### config.mk
export PLATFORM = sky130hd
export DESIGN_NAME = sprite_writer
export DESIGN_NICKNAME = d
export VERILOG_FILES = /design/src/rtl/sprite_writer.sv
export SDC_FILE = /design/constraint.sdc
export NUM_CORES = 1
export LEC_CHECK = 0
export CORE_ASPECT_RATIO = 1.5
export CORE_MARGIN = 5
export CORE_UTILIZATION = 52
export DETAILED_ROUTE_END_ITERATION = 12
export PLACE_DENSITY = 0.95
export SLEW_MARGIN = 30
export SYNTH_ARGS = -nofsm -noshare
export SYNTH_HDL_FRONTEND = slang
export SYNTH_SLANG_ARGS = --single-unit
### constraint.sdc
create_clock -name clk -period 4.8 [get_ports clk]
set_clock_uncertainty 0.15 [all_clocks]
set_input_delay 0.96 -clock clk [delete_from_list [all_inputs] [get_ports clk]]
set_output_delay 0.96 -clock clk [all_outputs]
set_load 0.01 [all_outputs]
### src/rtl/sprite_writer.sv
// sprite_writer: streams one raster-ordered sprite into its VRAM slot, writing only during vblank
module sprite_writer #(
  parameter int SPRITE_W   = 32,
  parameter int SPRITE_H   = 32,
  parameter int ADDR_WIDTH = 13,
  parameter int DATA_WIDTH = 6
) (
  input  logic                  clk,
  input  logic                  resetN,
  input  logic                  start,
  input  logic [2:0]            sprite_index,
  input  logic                  abort,
  input  logic                  vblank,
  input  logic [DATA_WIDTH-1:0] in_data,
  input  logic                  in_valid,
  output logic                  in_ready,
  output logic                  wr_en,
  output logic [ADDR_WIDTH-1:0] wr_addr,
  output logic [DATA_WIDTH-1:0] wr_data,
  output logic                  busy,
  output logic                  done
);
  localparam int XW = $clog2(SPRITE_W);
  localparam int YW = $clog2(SPRITE_H);
  typedef enum logic [1:0] {IDLE, WAIT_BLANK, WRITE, DONE} state_t;
  state_t state, state_d;
  logic [XW-1:0] x;
  logic [YW-1:0] y;
  logic [2:0] idx;
  logic accept, last;
  // state register; reset forces IDLE so every decoded output drops at once
  always_ff @(posedge clk or negedge resetN)
    if (!resetN) state <= IDLE;
    else state <= state_d;
  // next state and decoded outputs; abort overrides every transition
  always_comb begin
    state_d = state;
    in_ready = (state == WRITE) && vblank;
    busy = state != IDLE;
    done = state == DONE;
    accept = in_ready && in_valid && !abort;
    last = &x && &y;
    case (state)
      IDLE:       state_d = start ? (vblank ? WRITE : WAIT_BLANK) : IDLE;
      WAIT_BLANK: state_d = vblank ? WRITE : WAIT_BLANK;
      WRITE:      state_d = !vblank ? WAIT_BLANK : (accept && last) ? DONE : WRITE;
      default:    state_d = IDLE;
    endcase
    if (abort) state_d = IDLE;
  end
  // pixel counters and the registered VRAM write; power-of-two sizes make the address a concatenation
  always_ff @(posedge clk or negedge resetN)
    if (!resetN) begin
      x <= '0;
      y <= '0;
      idx <= '0;
      wr_en <= 1'b0;
      wr_addr <= '0;
      wr_data <= '0;
    end else begin
      wr_en <= accept;
      if (accept) begin
        wr_addr <= ADDR_WIDTH'({idx, y, x});
        wr_data <= in_data;
      end
      if (abort) begin
        x <= '0;
        y <= '0;
      end else if (state == IDLE && start) begin
        x <= '0;
        y <= '0;
        idx <= sprite_index;
      end else if (accept) begin
        x <= x + 1'b1;
        if (&x) y <= y + 1'b1;
      end
    end
endmodule
==> results of run 1 <==
## kinds of logic (layout without fill, tap and decap cells)
group / Yosys count / after routing
AO/OA/AOI/OAI: 18 / 18
buffers and inverters: 5 / 47
multiplexers: 23 / 23
flip-flops: 35 / 35
adder cells (fa/ha/maj): 4 / 4
AND/OR/NAND/NOR: 28 / 28
## flip-flops by register name (all words and copies together) (netlist names)
name	count
wr_en	1
state	2
x	5
wr_data	6
idx	3
y	5
wr_addr	13
## worst paths after layout
check                            from  slack, ns    endpoint
max in group asynchronous      resetN       3.26  wr_addr[8]
hold / removal             wr_addr[4]       0.33  wr_addr[4]
min in group asynchronous      resetN       0.93        y[0]
setup reg to reg             state[1]       2.82  wr_data[1]
hold reg to reg            wr_addr[4]       0.33  wr_addr[4]
setup / recovery               vblank       1.41    in_ready
## synthesized netlist by cell type, drive strengths merged
cell,number,share of area [%]
buf,3,1.7
o211a,2,1.3
a22o,2,1.1
and3,2,0.82
a211o,1,0.57
nor4b,2,1.1
or3,4,1.6
nand2,3,0.73
nand4,1,0.41
inv,1,0.24
and2,1,0.49
nor3,2,0.65
and4b,1,0.73
or3b,1,0.57
clkbuf,1,0.24
dfrtp,35,57
nor3b,1,0.49
nand3,3,0.98
o41ai,1,1.1
o21ai,6,2.0
nor2,4,1.5
ha,4,3.3
nand2b,1,0.41
mux2,23,17
or2,1,0.41
a21oi,6,2.0
nand4b,1,1.6
## per-stage QoR
| step | hold WS, ns | utilization [%] |
|---|---|---|
| 2_1_floorplan | 0.325 | - |
| 3_3_place_gp | 0.323 | 66.9 |
| 3_5_place_dp | 0.324 | 66.9 |
| 4_1_cts | 0.338 | 70.4 |
| 5_1_grt | 0.352 | 70.4 |
| 6_report | 0.335 | 70.4 |
## routing by layer
layer	global-route usage (%)	up-vias	share of wire, %
li1	-	496	-
met1	19.2	534	35
met2	31.5	34	57
met3	6.26	10	5.3
met4	9.23	0	3.1
met5	0	-	0
## power by group through the flow
stage | sequential [mW] | combinational, mW | clock (mW)
floorplan | 0.348 | 0.0334 | 0
finish | 0.337 | 0.110 | 0.232
global route | 0.340 | 0.119 | 0.251
detailed placement | 0.342 | 0.110 | 0
CTS | 0.337 | 0.112 | 0.236
global placement | 0.339 | 0.107 | 0
## layout make-up
| type | count | area, µm² | area share, % |
|---|---|---|---|
| repair buffers | 38 | 378 | 18.6 |
| well taps | 39 | 48.8 | 2.40 |
| inverters | 1 | 3.75 | 0.185 |
| clock buffers | 8 | 100 | 4.93 |
| multi-input cells | 73 | 623 | 30.7 |
| flip-flops and latches | 35 | 876 | 43.2 |
==> qor.csv, run 1 <==
stage,metric,value,unit
die,initial core utilization,53.2,%
clock_network,clk buf depth,2,
worst_setup_path,Worst Path Max Fanout,5,
routing,DRT iter0 DRCs,27,
grt,vias in the first global route,1181,
sta,Achievable Freq,0.295,GHz
die,Die Wd,54.3,µm
layout,post-route cell area,2030,µm²
power,Power Total,679,µW
power,Clk pwr share,34.2,%
clock_network,worst skew pair latency,0.29,ns
clock_network,"CTS clk-pin slew, worst paths",0.06,ns
worst_setup_path,CP required,3.69,ns
routing,Routed WL,3260,µm
power,PD cells,335,nW/µm²
layout,"commonest non-fill, non-tap cell in the layout",clkdlybuf4s50_1,
worst_setup_path,WP depth,4,
power,Max IR drop VDD,0.000269,V
worst_setup_path,cell family with most CP delay,buffers and inverters,
min_path,hold depth,1,
synthesis,sequential-to-total area share from yosys stat,57.1,%
clock_network,Max H-tree Level,2,
synthesis,Synth Area per Inst,13.6,µm²
worst_setup_path,CP bufs+invs,2,
die,Cell Rows,24,
worst_setup_path,worst-path cell with the longest stage delay,clkdlybuf4s50_1,
clock_network,Sink Count,35,
run,total of max-cap violations,0,
run_status,status,finished clean,
clock_network,postcts setup bufs,0,
layout,# fillers,222,
clock_network,TritonCTS Buffers,5,
synthesis,largest family of logic cells by synthesized area,multiplexers,
min_path,Hold WC Path Type,flip-flop to flip-flop,
power,Psw,160,µW
placement,input/output buffers,37,
placement,DP Cell Count,186,
synthesis,"Cell Area, Synth",1530,µm²
grt,GRT Total Usage,18.6,%
routing,number of iterations in the first detailed-routing pass,4,
power,Comb power frac,16.2,%
synthesis,post-synthesis instance total,113,
grt,largest net degree at the start of global routing,36,
layout,fraction of layout cells with a size suffix above 1,23.2,%
grt,first-pass GRT wire length,5530,µm
worst_setup_path,Crit Path Class,primary input to output port,
worst_setup_path,CP Data Arrival Time,2.28,ns
die,Die Y,76.5,µm
layout,number of diodes,0,
synthesis,number of synthesized register bits,35,
placement,post-DP HPWL,2400,µm
layout,P&R area growth vs syn,32.4,%
sta,RSZ-0062 raised after global routing,no,
die,IO Count,38,
worst_setup_path,r2r worst-path depth,3,
synthesis,adder-cell share of the synthesized area,3.27,%
sta,Final TNS setup,0,ns
routing,DRC viols,0,
worst_setup_path,max incr delay on CP,0.60,ns
synthesis,Synth Warn #,0,
routing,Vias/cell,5.54,
worst_setup_path,startpoint type of the worst setup path,primary input,
clock_network,cts repair resizes,0,
die,Die Area,4160,µm²
placement,routability cong.,0.778,
grt,"Remaining Overflow, GRT",0,
layout,final cell count without fillers,194,
synthesis,Post-Syn Nets,132,
power,Leak,0.934,nW
synthesis,post-synthesis mux area share,16.9,%
sta,fin crit period,3.39,ns
clock_network,Hold Buf Count CTS,0,
sta,final setup margin,1.41,ns
sta,final setup violation count,0,
routing,Antenna Nets Post-Route,0,
synthesis,synth unique cells,30,
sta,actual slew at the worst max-slew pin,0.616,ns
routing,WL/cell,16.8,µm
sta,final hold vios,0,
worst_setup_path,cell chain of the critical path,"clkdlybuf4s50_1, nand2_1, nor2_1, clkdlybuf4s50_1",
sta,Tcrit/Tclk final,70.7,%
worst_setup_path,CP endpoint kind,output port,
layout,NumNets Final,173,
grt,antenna violations before repair,0,
placement,DP Area,1930,µm²
clock_network,CTS tree,done,
power,Sequential Power Share,49.6,%
sta,relative slew slack,58.8,%
synthesis,compound-gate portion of the synthesized area,8.00,%
routing,via count,1074,
die,Core ar.,2880,µm²
synthesis,Post-Synth Simple-Gate Area,12.5,%
layout,most frequent cells in the layout,"37 x clkdlybuf4s50_1, 35 x dfrtp_1, 22 x mux2_2, 7 x clkbuf_8",
power,switch share,23.6,%
clock_network,clock root buffer,clkbuf_8,
worst_setup_path,CP most frequent cell,clkdlybuf4s50_1,
synthesis,Post-Synth XOR/XNOR Area,0,%
sta,"Slew Viols, Final",0,
placement,DP Worst Slack,1.41,ns
power,P_int,519,µW
Power figures use the tool's default switching activity.
==> inputs of run 2 (changes only) <==
--- a/config.mk
+++ b/config.mk
@@ -7,9 +7,9 @@
 export LEC_CHECK = 0
 export CORE_ASPECT_RATIO = 1.5
 export CORE_MARGIN = 5
-export CORE_UTILIZATION = 52
+export CORE_UTILIZATION = 43
 export DETAILED_ROUTE_END_ITERATION = 12
-export PLACE_DENSITY = 0.95
+export PLACE_DENSITY = 0.85
 export SLEW_MARGIN = 30
 export SYNTH_ARGS = -nofsm -noshare
 export SYNTH_HDL_FRONTEND = slang
==> constraint.sdc (replaced) <==
create_clock -name clk -period 3.1 [get_ports clk]
set_clock_uncertainty 0.15 [all_clocks]
set_input_delay 0.62 -clock clk [delete_from_list [all_inputs] [get_ports clk]]
set_output_delay 0.62 -clock clk [all_outputs]
set_load 0.01 [all_outputs]
==> run 2 against run 1 <==
Against the previous run: global-route usage decreased by 3.8 points; non-clock buffer count increased by 1; final area increased by 1.3%; sequential power increased by 54%; register-to-register slack got worse by 1.6 ns; critical path depth unchanged; die area increased by 17%; combinational power increased by 55%; flip-flop and latch count unchanged; sequential share of layout area decreased by 0.55 points; count of clock-buffer cells in the layout decreased by 2; critical path type unchanged.
==> qor.csv, run 2 (synthesis gave the netlist of run 1 again) <==
stage,metric,value,unit,change
die,Core ar.,3420,µm²,was 2880 µm²
routing,via count,1075,,was 1074
clock_network,cts repair resizes,0,,unchanged
layout,fraction of layout cells with a size suffix above 1,23.2,%,unchanged
die,IO Count,38,,unchanged
die,Die Area,4880,µm²,was 4160 µm²
grt,antenna violations before repair,0,,unchanged
worst_setup_path,Crit Path Class,primary input to output port,,unchanged
sta,final setup violation count,0,,unchanged
sta,actual slew at the worst max-slew pin,0.434,ns,was 0.616 ns
grt,GRT Total Usage,14.8,%,was 18.6%
routing,Routed WL,3120,µm,was 3260 µm
worst_setup_path,max incr delay on CP,0.60,ns,about the same
worst_setup_path,CP Data Arrival Time,1.96,ns,was 2.28 ns
clock_network,clock root buffer,clkbuf_8,,unchanged
clock_network,TritonCTS Buffers,5,,unchanged
clock_network,Hold Buf Count CTS,0,,unchanged
grt,largest net degree at the start of global routing,36,,unchanged
layout,most frequent cells in the layout,"37 x clkdlybuf4s50_1, 35 x dfrtp_1, 22 x mux2_2, 6 x o21ai_0, 6 x a21oi_1",,"was 37 x clkdlybuf4s50_1, 35 x dfrtp_1, 22 x mux2_2, 7 x clkbuf_8"
layout,# fillers,276,,was 222
placement,routability cong.,0.832,,was 0.778
layout,"commonest non-fill, non-tap cell in the layout",clkdlybuf4s50_1,,unchanged
sta,Min Hold Slack,0.340,ns,was 0.335 ns
min_path,Hold WC Path Type,flip-flop to flip-flop,,unchanged
sta,Tcrit/Tclk final,88.1,%,
run,total of max-cap violations,0,,unchanged
placement,input/output buffers,37,,unchanged
routing,WL/cell,15.9,µm,was 16.8 µm
layout,max reg flops,13,,unchanged
power,Power Total,1.08,mW,was 679 µW
sta,RSZ-0062 raised after global routing,no,,unchanged
grt,"Remaining Overflow, GRT",0,,unchanged
sta,relative slew slack,71.1,%,was 58.8%
worst_setup_path,worst-path cell with the longest stage delay,clkdlybuf4s50_1,,unchanged
sta,Final TNS setup,0,ns,unchanged
power,Max IR drop VDD,0.000461,V,was 0.000269 V
routing,Antenna Nets Post-Route,0,,unchanged
routing,DR WL met3,309,µm,was 172 µm
worst_setup_path,CP required,2.33,ns,was 3.69 ns
sta,final hold vios,0,,unchanged
worst_setup_path,Worst Path Max Fanout,5,,unchanged
layout,number of diodes,0,,unchanged
routing,DRT iter0 DRCs,21,,was 27
layout,P&R area growth vs syn,34.1,%,was 32.4%
clock_network,clk buf depth,2,,unchanged
layout,NumNets Final,174,,was 173
routing,met2 wire length,1660,µm,was 1860 µm
routing,M1 WL,1070,µm,was 1130 µm
power,PD cells,523,nW/µm²,was 335 nW/µm²
worst_setup_path,cell chain of the critical path,"clkdlybuf4s50_1, nand2_1, nor2_1, clkdlybuf4s50_1",,unchanged
routing,Vias/cell,5.46,,was 5.54
clock_network,postcts setup bufs,0,,unchanged
worst_setup_path,CP most frequent cell,clkdlybuf4s50_1,,unchanged
sta,fin crit period,2.73,ns,
power,Leak,0.942,nW,was 0.934 nW
sta,"Slew Viols, Final",0,,unchanged
clock_network,CTS tree,done,,unchanged
grt,vias in the first global route,1203,,was 1181
clock_network,Max H-tree Level,2,,unchanged
clock_network,worst skew pair latency,0.28,ns,was 0.29 ns
grt,first-pass GRT wire length,5460,µm,was 5530 µm
die,Die Wd,58.7,µm,was 54.3 µm
die,initial core utilization,44.9,%,was 53.2%
sta,Achievable Freq,0.366,GHz,
die,Die Y,83.1,µm,was 76.5 µm
sta,final setup margin,0.369,ns,was 1.41 ns
worst_setup_path,CP endpoint kind,output port,,unchanged
worst_setup_path,startpoint type of the worst setup path,primary input,,unchanged
layout,Regs by FF count,"wr_addr (13), wr_data (6)",,unchanged
placement,DP Worst Slack,0.374,ns,was 1.41 ns
layout,Reg with most FFs,wr_addr,,unchanged
die,Cell Rows,26,,was 24
clock_network,"CTS clk-pin slew, worst paths",0.06,ns,about the same
routing,number of iterations in the first detailed-routing pass,4,,unchanged
routing,DRC viols,0,,unchanged
placement,post-DP HPWL,2400,µm,about the same
routing,highest routed layer,met4,,unchanged
run_status,status,finished clean,,unchanged
clock_network,Sink Count,35,,unchanged
## run 2: changes by cell type in the layout (fill, tap and decap cells not counted), sizes merged
cell,delta
clkbuf,-2
buf,+1
bufinv,+1
## run 2: path summary, 6_finish.rpt
path,slack [ns],to,depth (start not counted),startpoint
max in group asynchronous,1.90,state[1],2,resetN
min,0.34,wr_addr[4],1,wr_addr[4]
min in group asynchronous,0.59,wr_data[4],2,resetN
max reg2reg,1.21,wr_addr[7],4,state[1]
max,0.37,in_ready,4,vblank
min reg2reg,0.34,wr_addr[4],1,wr_addr[4]
## run 2: worst max-delay path, delay by kind of cell
family | cells | cell delay (ns)
buffers and inverters | 2 | 1.15
and+or+nand+nor | 2 | 0.19
## run 2: power breakdown
| part | internal (mW) | switching [mW] | leakage, nW | total (mW) |
|---|---|---|---|---|
| sequential | 0.497 | 0.0236 | 0.470 | 0.520 |
| combinational | 0.105 | 0.0659 | 0.420 | 0.170 |
| clock | 0.235 | 0.150 | 0.0513 | 0.385 |
## run 2: per-layer routing
| layer | global-route usage (%) | up-vias |
|---|---|---|
| met1 | 13.8 | 527 |
| met5 | 0 | - |
| met2 | 25.6 | 39 |
| met4 | 7.63 | 0 |
| li1 | - | 501 |
| met3 | 6.83 | 8 |
## run 2: layout make-up
class / count / area, µm² / area share, %
well taps: 42 / 52.6 / 2.56
multi-input cells: 73 / 623 / 30.3
clock inverters: 1 / 30.0 / 1.46
flip-flops and latches: 35 / 876 / 42.6
inverters: 1 / 3.75 / 0.183
repair buffers: 39 / 398 / 19.4
clock buffers: 6 / 72.6 / 3.53
## run 2: metrics by stage
step	instances	utilization (%)	cell area, µm²
6_report	197	60.2	2060
2_1_floorplan	113	-	1530
5_1_grt	197	60.2	2060
3_3_place_gp	190	57.2	1950
3_5_place_dp	190	57.2	1950
4_1_cts	197	60.2	2060
==> inputs of run 3 (changes only) <==
--- a/config.mk
+++ b/config.mk
@@ -9,7 +9,9 @@
 export CORE_MARGIN = 5
 export CORE_UTILIZATION = 43
 export DETAILED_ROUTE_END_ITERATION = 12
+export HOLD_SLACK_MARGIN = 0.02
 export PLACE_DENSITY = 0.85
+export SKIP_CTS_REPAIR_TIMING = 1
 export SLEW_MARGIN = 30
 export SYNTH_ARGS = -nofsm -noshare
 export SYNTH_HDL_FRONTEND = slang
==> results of run 3 <==
The final DEF is identical to that of run 2; final timing and power are the same.
